<file path="src/rtl/regfile_sb_if.sv">
// Register-file bus between the decode/control FSM and the register file.
//   Write port    : we3, wa3, wd3
//   Read ports    : ra1/ra2/ra3 in; rd1/rd2/rd3 out; r15 supplies the PC+8 value
//   Scoreboard    : sb_set, sb_wa in; busy1/busy2/busy3 out
//   Status        : ready (clear sequence finished)
// Modports:
//   master - the controller side, which drives addresses, write data and scoreboard marks
//   slave  - the register file itself
interface regfile_sb_if #(
    parameter int DATA_W = 32,
    parameter int ADDR_W = 4
);
    logic              we3;
    logic [ADDR_W-1:0] wa3;
    logic [DATA_W-1:0] wd3;
    logic [ADDR_W-1:0] ra1;
    logic [ADDR_W-1:0] ra2;
    logic [ADDR_W-1:0] ra3;
    logic [DATA_W-1:0] r15;
    logic [DATA_W-1:0] rd1;
    logic [DATA_W-1:0] rd2;
    logic [DATA_W-1:0] rd3;
    logic              sb_set;
    logic [ADDR_W-1:0] sb_wa;
    logic              busy1;
    logic              busy2;
    logic              busy3;
    logic              ready;

    modport master (
        output we3, wa3, wd3, ra1, ra2, ra3, r15, sb_set, sb_wa,
        input  rd1, rd2, rd3, busy1, busy2, busy3, ready
    );

    modport slave (
        input  we3, wa3, wd3, ra1, ra2, ra3, r15, sb_set, sb_wa,
        output rd1, rd2, rd3, busy1, busy2, busy3, ready
    );
endinterface

</file>
<file path="src/rtl/regfile_sb.sv">
// Architectural register file for the multicycle ARM datapath.
// Three combinational read ports, one synchronous write port, a PC override
// index (reads return bus.r15, writes are dropped), a hardware clear sequence
// after reset, optional write-to-read bypass, and a per-register pending
// scoreboard for multicycle results still in flight.
// Ports:
//   clk   - clock, all state updates on the rising edge
//   reset - synchronous, active-high; restarts the clear sequence
//   bus   - regfile_sb_if.slave: write port, three read ports, r15,
//           scoreboard set, busy flags and ready
module regfile_sb #(
    parameter int DATA_W = 32,
    parameter int ADDR_W = 4,
    parameter int PC_IDX = (1 << ADDR_W) - 1,
    parameter int BYPASS = 1
) (
    input  logic         clk,
    input  logic         reset,
    regfile_sb_if.slave  bus
);
    localparam int NREGS = 1 << ADDR_W;
    localparam logic [ADDR_W-1:0] PC_A     = ADDR_W'(PC_IDX);
    localparam logic [ADDR_W-1:0] LAST_CLR = ADDR_W'(PC_IDX - 1);

    typedef enum logic {
        ST_CLEAR = 1'b0,
        ST_RUN   = 1'b1
    } state_t;

    state_t            state_reg, state_next;
    logic [ADDR_W-1:0] clr_cnt_reg, clr_cnt_next;
    logic              run;

    assign run       = (state_reg == ST_RUN);
    assign bus.ready = run;

    // ------------------------------------------------------------------
    // Clear / run control
    // ------------------------------------------------------------------
    always_ff @(posedge clk) begin
        if (reset) begin
            state_reg   <= ST_CLEAR;
            clr_cnt_reg <= '0;
        end else begin
            state_reg   <= state_next;
            clr_cnt_reg <= clr_cnt_next;
        end
    end

    always_comb begin
        state_next   = state_reg;
        clr_cnt_next = clr_cnt_reg;
        case (state_reg)
            ST_CLEAR: begin
                // Counter stops on the last storage index instead of wrapping.
                if (clr_cnt_reg == LAST_CLR) begin
                    state_next = ST_RUN;
                end else begin
                    clr_cnt_next = clr_cnt_reg + 1'b1;
                end
            end
            ST_RUN: begin
                state_next = ST_RUN;
            end
            default: begin
                state_next   = ST_CLEAR;
                clr_cnt_next = '0;
            end
        endcase
    end

    // ------------------------------------------------------------------
    // Storage. The PC index is never written and never read (reads of it
    // return bus.r15), so its entry is dead and is trimmed away.
    // ------------------------------------------------------------------
    logic [DATA_W-1:0] rf [NREGS];
    logic              wr_en;

    assign wr_en = run & bus.we3 & (bus.wa3 != PC_A);

    always_ff @(posedge clk) begin
        if (!reset) begin
            if (!run) begin
                rf[clr_cnt_reg] <= '0;
            end else if (wr_en) begin
                rf[bus.wa3] <= bus.wd3;
            end
        end
    end

    // ------------------------------------------------------------------
    // Pending scoreboard: a write retires the pending mark, a new issue
    // sets it; when both target the same register the new issue wins.
    // ------------------------------------------------------------------
    logic [NREGS-1:0] pend_reg, pend_next;

    for (genvar gi = 0; gi < NREGS; gi++) begin : g_pend
        localparam logic [ADDR_W-1:0] IDX = ADDR_W'(gi);
        if (gi == PC_IDX) begin : g_pc
            assign pend_next[gi] = 1'b0;
        end else begin : g_reg
            logic hit_set;
            logic hit_wr;
            assign hit_set       = bus.sb_set & (bus.sb_wa == IDX);
            assign hit_wr        = bus.we3 & (bus.wa3 == IDX);
            assign pend_next[gi] = run ? (hit_set | (pend_reg[gi] & ~hit_wr))
                                       : pend_reg[gi];
        end
    end

    always_ff @(posedge clk) begin
        if (reset) begin
            pend_reg <= '0;
        end else begin
            pend_reg <= pend_next;
        end
    end

    // ------------------------------------------------------------------
    // Read ports. All outputs are held at zero until the clear finishes.
    // A bypassed read is never busy: the value it needs is on wd3 now.
    // ------------------------------------------------------------------
    logic [ADDR_W-1:0] ra [3];

    assign ra[0] = bus.ra1;
    assign ra[1] = bus.ra2;
    assign ra[2] = bus.ra3;

    for (genvar gi = 0; gi < 3; gi++) begin : g_port
        logic [DATA_W-1:0] data;
        logic              bsy;

        always_comb begin
            data = '0;
            bsy  = 1'b0;
            if (run) begin
                if (ra[gi] == PC_A) begin
                    data = bus.r15;
                end else if ((BYPASS != 0) && bus.we3 && (bus.wa3 == ra[gi])) begin
                    data = bus.wd3;
                end else begin
                    data = rf[ra[gi]];
                    bsy  = pend_reg[ra[gi]];
                end
            end
        end
    end

    assign bus.rd1   = g_port[0].data;
    assign bus.rd2   = g_port[1].data;
    assign bus.rd3   = g_port[2].data;
    assign bus.busy1 = g_port[0].bsy;
    assign bus.busy2 = g_port[1].bsy;
    assign bus.busy3 = g_port[2].bsy;

endmodule

</file>
<file path="src/flat_wrapper.sv">
// flat-port wrapper written by rule: the top's interface ports become plain ports
module regfile_sb_flat 
#(
    parameter int DATA_W = 32,
    parameter int ADDR_W = 4,
    parameter int PC_IDX = (1 << ADDR_W) - 1,
    parameter int BYPASS = 1
)
  (clk, reset, bus_we3, bus_wa3, bus_wd3, bus_ra1, bus_ra2, bus_ra3, bus_r15, bus_sb_set, bus_sb_wa, bus_rd1, bus_rd2, bus_rd3, bus_busy1, bus_busy2, bus_busy3, bus_ready);
  regfile_sb_if #(.DATA_W(DATA_W), .ADDR_W(ADDR_W)) bus_i ();
  input  logic clk;
  input  logic reset;
  input wire logic [$bits(bus_i.we3)-1:0] bus_we3;
  input wire logic [$bits(bus_i.wa3)-1:0] bus_wa3;
  input wire logic [$bits(bus_i.wd3)-1:0] bus_wd3;
  input wire logic [$bits(bus_i.ra1)-1:0] bus_ra1;
  input wire logic [$bits(bus_i.ra2)-1:0] bus_ra2;
  input wire logic [$bits(bus_i.ra3)-1:0] bus_ra3;
  input wire logic [$bits(bus_i.r15)-1:0] bus_r15;
  input wire logic [$bits(bus_i.sb_set)-1:0] bus_sb_set;
  input wire logic [$bits(bus_i.sb_wa)-1:0] bus_sb_wa;
  output wire logic [$bits(bus_i.rd1)-1:0] bus_rd1;
  output wire logic [$bits(bus_i.rd2)-1:0] bus_rd2;
  output wire logic [$bits(bus_i.rd3)-1:0] bus_rd3;
  output wire logic [$bits(bus_i.busy1)-1:0] bus_busy1;
  output wire logic [$bits(bus_i.busy2)-1:0] bus_busy2;
  output wire logic [$bits(bus_i.busy3)-1:0] bus_busy3;
  output wire logic [$bits(bus_i.ready)-1:0] bus_ready;
  assign bus_i.we3 = bus_we3;
  assign bus_i.wa3 = bus_wa3;
  assign bus_i.wd3 = bus_wd3;
  assign bus_i.ra1 = bus_ra1;
  assign bus_i.ra2 = bus_ra2;
  assign bus_i.ra3 = bus_ra3;
  assign bus_i.r15 = bus_r15;
  assign bus_i.sb_set = bus_sb_set;
  assign bus_i.sb_wa = bus_sb_wa;
  assign bus_rd1 = bus_i.rd1;
  assign bus_rd2 = bus_i.rd2;
  assign bus_rd3 = bus_i.rd3;
  assign bus_busy1 = bus_i.busy1;
  assign bus_busy2 = bus_i.busy2;
  assign bus_busy3 = bus_i.busy3;
  assign bus_ready = bus_i.ready;
  regfile_sb #(.DATA_W(DATA_W), .ADDR_W(ADDR_W), .PC_IDX(PC_IDX), .BYPASS(BYPASS)) u_core (.clk(clk), .reset(reset), .bus(bus_i));
endmodule
</file>
<file path="config.mk">
export PLATFORM = sky130hd
export DESIGN_NAME = regfile_sb_flat
export DESIGN_NICKNAME = d
export VERILOG_FILES = /design/src/rtl/regfile_sb_if.sv /design/src/rtl/regfile_sb.sv /design/src/flat_wrapper.sv
export SDC_FILE = /design/constraint.sdc
export NUM_CORES = 1
export LEC_CHECK = 0
export CORE_UTILIZATION = 49
export CTS_CLUSTER_SIZE = 40
export DETAILED_ROUTE_END_ITERATION = 8
export PLACE_DENSITY_LB_ADDON = 0.12
export RECOVER_POWER = 100
export SETUP_SLACK_MARGIN = 0.4
export SLEW_MARGIN = 20
export SYNTH_ARGS = -nofsm -noshare
export SYNTH_HDL_FRONTEND = slang
export SYNTH_SLANG_ARGS = --single-unit
</file>
<file path="constraint.sdc">
create_clock -name clk -period 3.6 [get_ports clk]
set_input_delay 0.72 -clock clk [delete_from_list [all_inputs] [get_ports clk]]
set_output_delay 0.72 -clock clk [all_outputs]
set_load 0.02 [all_outputs]
</file>
=== Word level (Yosys, flattened, before mapping) ===
Memory sizes are Yosys's and may differ from the RTL's.
Index checks and enable logic that the tools add are counted.

* Register bits: 21
* Latch bits: 0
* Bits in read-only memories: 0
* Memory bits (writable): 512
* Memories kept: 1
* Logic and storage cells: 167
* Output and inout port bits: 100
* Input bits: 88

* Bitwise operators: 79
* Shift operators: 0
* Div/mod/pow operators: 0
* $lt $le $gt $ge: 3
* Reduce and logical (&&, ||, !) cells: 7
* Equal/unequal tests: 36
* Multiplexer cells: 36
* $mul: 0
* Add/subtract/negate cells: 1

{| class="wikitable"
|+ Memory list
! memory !! words !! width !! rd ports !! clocked after Yosys merged registers in !! write ports !! line !! source
|-
| u_core.rf || 16 || 32 || 3 || 0 || 1 || regfile_sb.sv:76 || <nowiki>logic [DATA_W-1:0] rf [NREGS];</nowiki>
|}

{| class="wikitable"
|+ Operator list
! cell !! count
|-
| two-way mux 32 bit || 10
|-
| == test 4 bit, second input constant || 18
|-
| bitwise AND 1 bit || 47
|-
| == test 4 x 3 -> 1 bit, second input constant || 8
|-
| OR reduction 32 bit || 1
|-
| two-way mux 1 bit || 21
|-
| NOT 1 bit || 17
|-
| == test 4 x 2 -> 1 bit, second input constant || 4
|-
| less-than comparator 4 x 5 -> 1 bit, second input constant || 3
|-
| bitwise OR 1 bit || 15
|-
| binary-select mux 1 bit (select 4 bit) || 3
|-
| == test 4 bit || 3
|-
| == test 4 x 1 -> 1 bit, second input constant || 2
|-
| zero test 4 bit || 2
|-
| adder 4 x 1 -> 4 bit, second input constant || 1
|-
| two-way mux 4 bit || 1
|-
| inequality test 4 bit, second input constant || 1
|-
| logical AND 1 bit || 3
|-
| case mux 1 bit (2 select lines) || 1
|-
| AND reduction 2 bit || 1
|}

=== Logic depth before layout (Yosys ltp) ===
Gate-level depths: netlist of run 1.

* Word-level depth: 8
* Depth in mapped cells: 9
* Mapped depth without buffers: 6

=== Worst setup path after synthesis of run 1 ===
OpenSTA, ideal clock, no wires.

* Kind: input-to-reg
* From: input port bus_wa3[2]
* To: memory u_core.rf[1][0], enable pin
* Buffers on the path: 2
* Arrival: 2.932 ns
* Stages on the path: 7
* Library setup time: 0.421 ns
* Slack: 0.247 ns
* Cell sequence: buf_2 nand4_1 nor2b_1 buf_2 nor3_1 a21oi_1 nor2_1

* Word-level cells in the longest chain between the ends: 8

{| class="wikitable"
|+ Ends and longest elaborated chain
! item !! line !! source
|-
| from (decl) || flat_wrapper.sv:14 || <nowiki>input wire logic [$bits(bus_i.wa3)-1:0] bus_wa3;</nowiki>
|-
| inequality test 4 bit || regfile_sb.sv:79 || <nowiki>assign wr_en = run & bus.we3 & (bus.wa3 != PC_A);</nowiki>
|-
| bitwise AND 1 bit || regfile_sb.sv:79 ||
|-
| two-way mux 1 bit || regfile_sb.sv:85 || <nowiki>end else if (wr_en) begin</nowiki>
|-
| two-way mux 1 bit || regfile_sb.sv:83 || <nowiki>if (!run) begin</nowiki>
|-
| two-way mux 1 bit || regfile_sb.sv:82 || <nowiki>if (!reset) begin</nowiki>
|-
| two-way mux 1 bit (implied by the code) || regfile_sb.sv:86 || <nowiki>rf[bus.wa3] <= bus.wd3;</nowiki>
|-
| OR reduction 32 bit (no source line) || -- ||
|-
| two-way mux 4 bit (no source line) / two-way mux 1 bit (equally long branches) || -- ||
|-
| to (decl) || regfile_sb.sv:76 ||
|}

Parallel ways exist; a longest one is shown, timed or not.

=== Worst setup path in the final report of run 1 ===
* From: input port bus_ra3[3]
* To: output port bus_rd3[5]

* Word-level cells in the longest chain between the ends: 5

{| class="wikitable"
|+ Ends and longest elaborated chain
! item !! line !! source
|-
| from (decl) || flat_wrapper.sv:18 || <nowiki>input wire logic [$bits(bus_i.ra3)-1:0] bus_ra3;</nowiki>
|-
| branches (longest 3 deep; another with memory read (16 x 32 bit)) || -- ||
|-
| two-way mux 32 bit (*) || regfile_sb.sv:137 || <nowiki>if (ra[gi] == PC_A) begin</nowiki>
|-
| two-way mux 32 bit (*) || regfile_sb.sv:136 || <nowiki>if (run) begin</nowiki>
|-
| to (decl) || flat_wrapper.sv:24 || <nowiki>output wire logic [$bits(bus_i.rd3)-1:0] bus_rd3;</nowiki>
|}

Every way passes the cells marked *.

==> flow_metrics.tcl, run 1 <==
set metrics [dict create \
    path_cells "buf_6, buf_12, and3_1, and2_4, a31oi_1, buf_12, buf_12, o211ai_1, and3_1, clkdlybuf4s25_1" \
    antenna_found_initial 0 \
    tritoncts "done" \
    p_sw_uw 3721 \
    grt_setup_unrepaired "true" \
    cp_top_family "buffers and inverters" \
    outcome "complete, but fails checks" \
    r2r_setup_slack_ns 0.27 \
    cts_buffers 58 \
    async_flop_share_pct 0 \
    layout-drive-gt1-share_pct 33.96 \
    clkLatencyLatePin_ns 0.63 \
    cts_root_buffer "clkbuf_16" \
    rr_worst_depth 6 \
    synth_edf_count 512 \
    path_buf_inv 5 \
    clock_sinks 532 \
    core_sq_um 62970 \
    layout_common_cells "edfxtp_1, mux4_2, nand2_1" \
    port_buffers 187 \
    hold_path.class "register to register" \
    dieArea_sq_um 64540 \
    cp-end-kind "output pin" \
    syn_area_sq_um 31130 \
    grt_pass1_vias 23520 \
    combinationalPowerShare_pct 13.9 \
    top_layer "met4" \
    ys_seq_area_share_pct 50.68 \
    routed_wl_um 112600 \
    post-place-ws_ns -0.5186 \
    post-route-min-period_ns 3.398 \
    finalSetupTns_ns 0 \
    antenna_cells 0 \
    setup_viol 0 \
    reg2reg_from "u_core.bus.ready$_SDFF_PP0_" \
    clock_power_share_pct 41.9 \
    violations "design-rule violations" \
    finalCritPeriodShare_pct 94.40 \
    ys_ff_latch 532 \
    cts_hold_buffers 0 \
    arrival_ns 2.68 \
    tightest_slew_ns 1.209 \
    finalHoldViolCount 0 \
    met3WireLength_um 13870 \
    r2r_end "u_core.rf[10][10]$_DFFE_PP_" \
    max_freq_ghz 0.2943 \
    crit_fanout 8 \
    cp.required_ns 2.88 \
    critPathKind "input port to output pin" \
    cp-start-kind "input port" \
    final_util_pct 62.02 \
    ant_nets 0 \
    syn-instance-count 2173 \
    crit_end "bus_rd3[5]" \
    slew_violations 0 \
    grt_pass1_wl_um 159600 \
    routed_via_density 7.053 \
    ys.flop_type "edfxtp_1" \
    die-width_um 254.0 \
    final_common_cell "edfxtp_1" \
    seqPwrFrac_pct 44.3 \
    initial_utilization_pct 49.44 \
    vdd_drop_max_v 0.0004070 \
    initialDrtViolationCount 3184 \
    htreeDepth 2 \
    max_stage_delay_ns 0.35 \
    grt_max_degree 50 \
    overflow 0 \
    max_slew_margin_pct 19.41 \
    syn_to_final_growth_pct 25.45 \
    largest_reg_flops 512 \
    die_h_um 254.0 \
    cp.depth 10 \
    p_int_uw 11680 \
    cellLeakagePower_uw 0.01394 \
    dp_hpwl_um 70560 \
    wl_per_cell_um 32.75 \
    via_count 24240 \
    cap_violations 0 \
    routed-wl-met2_um 51250 \
    num_rows 92 \
    cpMaxStageDelayCell "clkdlybuf4s25_1" \
    first_pass_iters 9 \
    yosys_warnings 0 \
    syn_nets 2263 \
    clk_path_buf_depth 3 \
    fin_ws_ns 0.2017 \
    gp_congestion 0.9168 \
    cp_common_cell "buf_12" \
    fin_worst_skew_ns 0.009605 \
    cp-startpoint "bus_ra3[3]" \
    ioPinCount 188 \
    power-per-cell-area_nw_per_um2 394.3 \
    route.detailed.drc 1 \
    fin_nets 2632 \
    grt_usage_pct 34.62 \
    swShare_pct 24.16 \
    syn-mean-instance-area_sq_um 14.32 \
    wl_met1_um 41770 \
    ys_types 53 \
    path_clk_slew_ns 0.06 \
]
[cell families (layout without fill, tap and decap cells)]
| logic type | Yosys count | in the layout | share of synthesized area (%) |
|---|---|---|---|
| multiplexers | 496 | 496 | 29.13 |
| AO/OA/AOI/OAI | 442 | 442 | 9.133 |
| XOR/XNOR | 15 | 15 | 0.4220 |
| flip-flops | 532 | 532 | 50.68 |
| buffers and inverters | 215 | 633 | 3.734 |
| AND/OR/NAND/NOR | 471 | 471 | 6.817 |
| adder cells (fa/ha/maj) | 2 | 2 | 0.08038 |
[routing by layer]
layer | vias up | GRT usage (%)
li1 | 9680 | -
met1 | 12270 | 47.46
met2 | 1927 | 53.89
met3 | 366 | 6.986
met4 | 0 | 14.92
met5 | - | 0
[power by group through the flow]
stage	sequential [uW]	clock (uW)	combinational, uW
after floorplan	6920	0	1090
after global placement	6940	0	1870
after detailed placement	6940	0	1880
after CTS	6810	6470	2030
after global routing	6820	6710	2200
final	6820	6450	2130
[per-stage QoR]
step	hold slack, ns	instance area [sq um]	std cells	power (uW)
6_report	0.5106	39050	3437	15400
5_1_grt	0.5486	39050	3437	15730
4_1_cts	0.5057	38860	3405	15310
3_5_place_dp	0.4978	36100	3244	8825
3_3_place_gp	0.4956	36100	3244	8803
2_1_floorplan	0.4625	31150	2173	8011
[cells in the mapped netlist, drive strengths merged, types with 2 or more instances]
cell / number / area share (%)
nor3: 5 / 0.080
and3: 33 / 0.66
nor4: 2 / 0.040
a31oi: 63 / 1.3
o221ai: 3 / 0.084
a21oi: 54 / 0.87
nand3: 11 / 0.18
o31ai: 6 / 0.14
o21ai: 78 / 1.3
o21a: 3 / 0.072
o22ai: 64 / 1.3
xor2: 4 / 0.11
ha: 2 / 0.080
nand2: 209 / 2.5
nand4: 6 / 0.12
xnor2: 11 / 0.31
a211oi: 2 / 0.048
clkbuf: 80 / 0.96
nand3b: 7 / 0.17
inv: 2 / 0.024
and4: 4 / 0.12
nor2: 127 / 1.5
and2: 38 / 0.76
nor2b: 13 / 0.26
mux4: 328 / 24
or2: 3 / 0.060
edfxtp: 512 / 49
mux2i: 168 / 5.4
o22a: 2 / 0.056
dfxtp: 20 / 1.3
o211ai: 36 / 0.87
nand2b: 4 / 0.080
a22oi: 125 / 3.0
buf: 133 / 2.7
nor3b: 5 / 0.12
[tightest hold or removal path: cells and delay by family (launching register included)]
| family | cells | cell delay [ns] |
|---|---|---|
| DFF | 1 | 0.33 |
| AOI/OAI and AO/OA | 2 | 0.14 |
[timing repair]
item                                   CTS  global route
setup buffers                           42            25
pin swaps                               22            34
resized for setup                      524            90
setup endpoints to repair               99            84
endpoints found under the hold margin    0             0
cloned                                  10             7
[layout make-up]
type | instances | area [sq um]
clock inverters | 42 | 546.8
inverters | 2 | 7.507
flip-flops and latches | 532 | 15780
well taps | 846 | 1059
clock buffers | 67 | 1506
multi-input cells | 1426 | 14610
fillers | 4670 | 23920
repair buffers | 522 | 5545
[worst min-delay path by stage]
| stage | start | cells past startpoint | to | slack, ns |
|---|---|---|---|---|
| 2_1_floorplan | u_core.pend_reg[13]$_SDFFE_PP0P_ | 2 | u_core.pend_reg[13]$_SDFFE_PP0P_ | 0.46 |
| 3_3_place_gp | u_core.pend_reg[11]$_SDFFE_PP0P_ | 2 | u_core.pend_reg[11]$_SDFFE_PP0P_ | 0.50 |
| 3_5_place_dp | u_core.pend_reg[6]$_SDFFE_PP0P_ | 2 | u_core.pend_reg[6]$_SDFFE_PP0P_ | 0.50 |
| 4_1_cts | u_core.pend_reg[6]$_SDFFE_PP0P_ | 2 | u_core.pend_reg[6]$_SDFFE_PP0P_ | 0.51 |
| 5_1_grt | u_core.pend_reg[9]$_SDFFE_PP0P_ | 2 | u_core.pend_reg[9]$_SDFFE_PP0P_ | 0.55 |
| 6_report | u_core.pend_reg[6]$_SDFFE_PP0P_ | 2 | u_core.pend_reg[6]$_SDFFE_PP0P_ | 0.51 |
(Power assumes the default switching activity.)
==> run 2, diff against run 1 <==
Settings changed: SKIP_CTS_REPAIR_TIMING set to 1.
==> run 2 against run 1 <==
  * Cell count shrank 0.73%
  * Highest routed layer unchanged
  * Critical path type unchanged
  * Cell area shrank 1.6%
  * Clock power is essentially flat
  * Hold slack gained 0.0012 ns
  * Critical endpoint is now bus_rd2[31]
  * Count of clock-buffer cells in the layout is the same
  * Combinational power shrank 4%
  * Global-route usage shrank 1.2 points
  * Largest power group unchanged
  * Clock skew grew 0.0070 ns
  * Largest cell class unchanged
  * Wire length shrank 1.3%
  * The run now ends clean
==> flow_metrics.tcl, run 2 (synthesis results as in run 1) <==
set metrics [dict create \
    outcome "completed" \
    grt_pass1_wl_um 154800 \
    finalHoldViolCount 0 \
    dieArea_sq_um 64540 \
    cts_root_buffer "clkbuf_16" \
    antenna_found_initial 1 \
    grt_pass1_vias 23070 \
    post-route-min-period_ns 3.405 \
    route.detailed.drc 0 \
    max_stage_delay_ns 0.46 \
    cp_common_cell "nand2_1" \
    syn_to_final_growth_pct 23.49 \
    ant_nets 0 \
    slew_violations 0 \
    finalCritPeriodShare_pct 94.58 \
    dp_hpwl_um 70560 \
    cpMaxStageDelayCell "clkbuf_4" \
    gp_congestion 0.9168 \
    overflow 0 \
    cp.depth 10 \
    max_freq_ghz 0.2937 \
    core_sq_um 62970 \
    ioPinCount 188 \
    num_rows 92 \
    cp-start-kind "input port" \
    crit_fanout 17 \
    grt_setup_unrepaired "true" \
    hold_depth 2 \
    cts_buffers 58 \
    max_slew_margin_pct 16.27 \
    layout-drive-gt1-share_pct 32.32 \
    setup_viol 0 \
    cp.required_ns 2.88 \
    cellLeakagePower_uw 0.01375 \
    via_count 23980 \
    wl_per_cell_um 32.55 \
    initialDrtViolationCount 3082 \
    routed_wl_um 111100 \
    dpl.cell_count 3244 \
    clock_sinks 532 \
    htreeDepth 2 \
    initial_utilization_pct 49.44 \
    cp_top_family "buffers and inverters" \
    tritoncts "done" \
    critPathKind "input port to output pin" \
    hold_path.class "register to register" \
    die_h_um 254.0 \
    grt_max_degree 50 \
    port_buffers 187 \
    finalSetupTns_ns 0 \
    path_buf_inv 5 \
    arrival_ns 2.68 \
    fillers 4744 \
    clk_path_buf_depth 3 \
    path_cells "dlymetal6s2s_1, buf_6, and2_1, clkbuf_4, buf_4, a22oi_1, nand2_1, nand2_1, a21oi_1, clkbuf_1" \
    tightest_slew_ns 1.256 \
    fin_worst_skew_ns 0.01662 \
    cp-end-kind "output pin" \
    path_clk_slew_ns 0.06 \
    fin_nets 2606 \
    cap_violations 0 \
    final_common_cell "edfxtp_1" \
    layout_common_cells "edfxtp_1, mux4_2, nand2_1" \
    clkLatencyLatePin_ns 0.63 \
    die-width_um 254.0 \
    first_pass_iters 7 \
    routed_via_density 7.027 \
    fin_cells 3412 \
    largest_reg_flops 512 \
    power-per-cell-area_nw_per_um2 397.8 \
    vdd_drop_max_v 0.0004066 \
    rr_worst_depth 6 \
    grt_usage_pct 33.43 \
]
[run 2: changes by cell type in the layout (fill, tap and decap cells not counted), moves of 5 or more]
cell	before	now
clkbuf_1	67	79
buf_12	86	65
clkdlybuf4s25_1	6	0
buf_6	27	22
clkbuf_2	15	37
buf_2	47	10
bufbuf_16	5	0
dlymetal6s2s_1	0	13
[run 2: final timing paths]
path                                        start                         endpoint  slack [ns]
setup reg to reg      u_core.bus.ready$_SDFF_PP0_      u_core.rf[10][13]$_DFFE_PP_        0.32
setup / recovery                       bus_ra2[3]                      bus_rd2[31]        0.20
hold reg to reg   u_core.pend_reg[4]$_SDFFE_PP0P_  u_core.pend_reg[4]$_SDFFE_PP0P_        0.51
hold / removal    u_core.pend_reg[4]$_SDFFE_PP0P_  u_core.pend_reg[4]$_SDFFE_PP0P_        0.51
[run 2: final cells by class]
cell class	instances	area [sq um]	area share [%]
clock buffers	67	1506	3.919
repair buffers	496	5001	13.01
well taps	846	1059	2.754
multi-input cells	1426	14540	37.82
clock inverters	42	546.8	1.422
inverters	2	7.507	0.01953
flip-flops and latches	532	15780	41.05
diodes	1	2.502	0.006510
[run 2: metal layers]
metal | vias up | wire [um] | GRT usage (%)
met5 | - | 0 | 0
met4 | 0 | 5868 | 13.86
met3 | 340 | 13200 | 6.617
met2 | 1885 | 50560 | 52.07
met1 | 12120 | 41440 | 46.12
li1 | 9630 | - | -
[run 2: metrics by stage]
stage | hold WS, ns | instance area, sq um | setup slack (ns) | utilization (%) | total power, uW
2_1_floorplan | 0.4625 | 31150 | 0.2494 | - | 8011
3_3_place_gp | 0.4956 | 36100 | -0.5527 | 57.34 | 8803
3_5_place_dp | 0.4978 | 36100 | -0.5186 | 57.34 | 8825
4_1_cts | 0.5057 | 38160 | -0.5390 | 60.60 | 15170
5_1_grt | 0.5487 | 38440 | 0.1561 | 61.05 | 15650
6_report | 0.5118 | 38440 | 0.1953 | 61.05 | 15290
[run 2: worst register-to-register path: stages (launching register included)]
cell	delay [ns]
dfxtp_4	0.63
nand3b_1	0.18
nor2b_1	0.43
nor3b_1	0.10
a21oi_1	0.77
nor2_4	0.03
clkbuf_2	0.64
[run 2: report_power, final]
part | total [uW] | internal [uW] | switching (uW)
clock | 6420 | 3870 | 2560
combinational | 2050 | 983 | 1070
sequential | 6820 | 6770 | 49.5
total | 15300 | 11600 | 3670
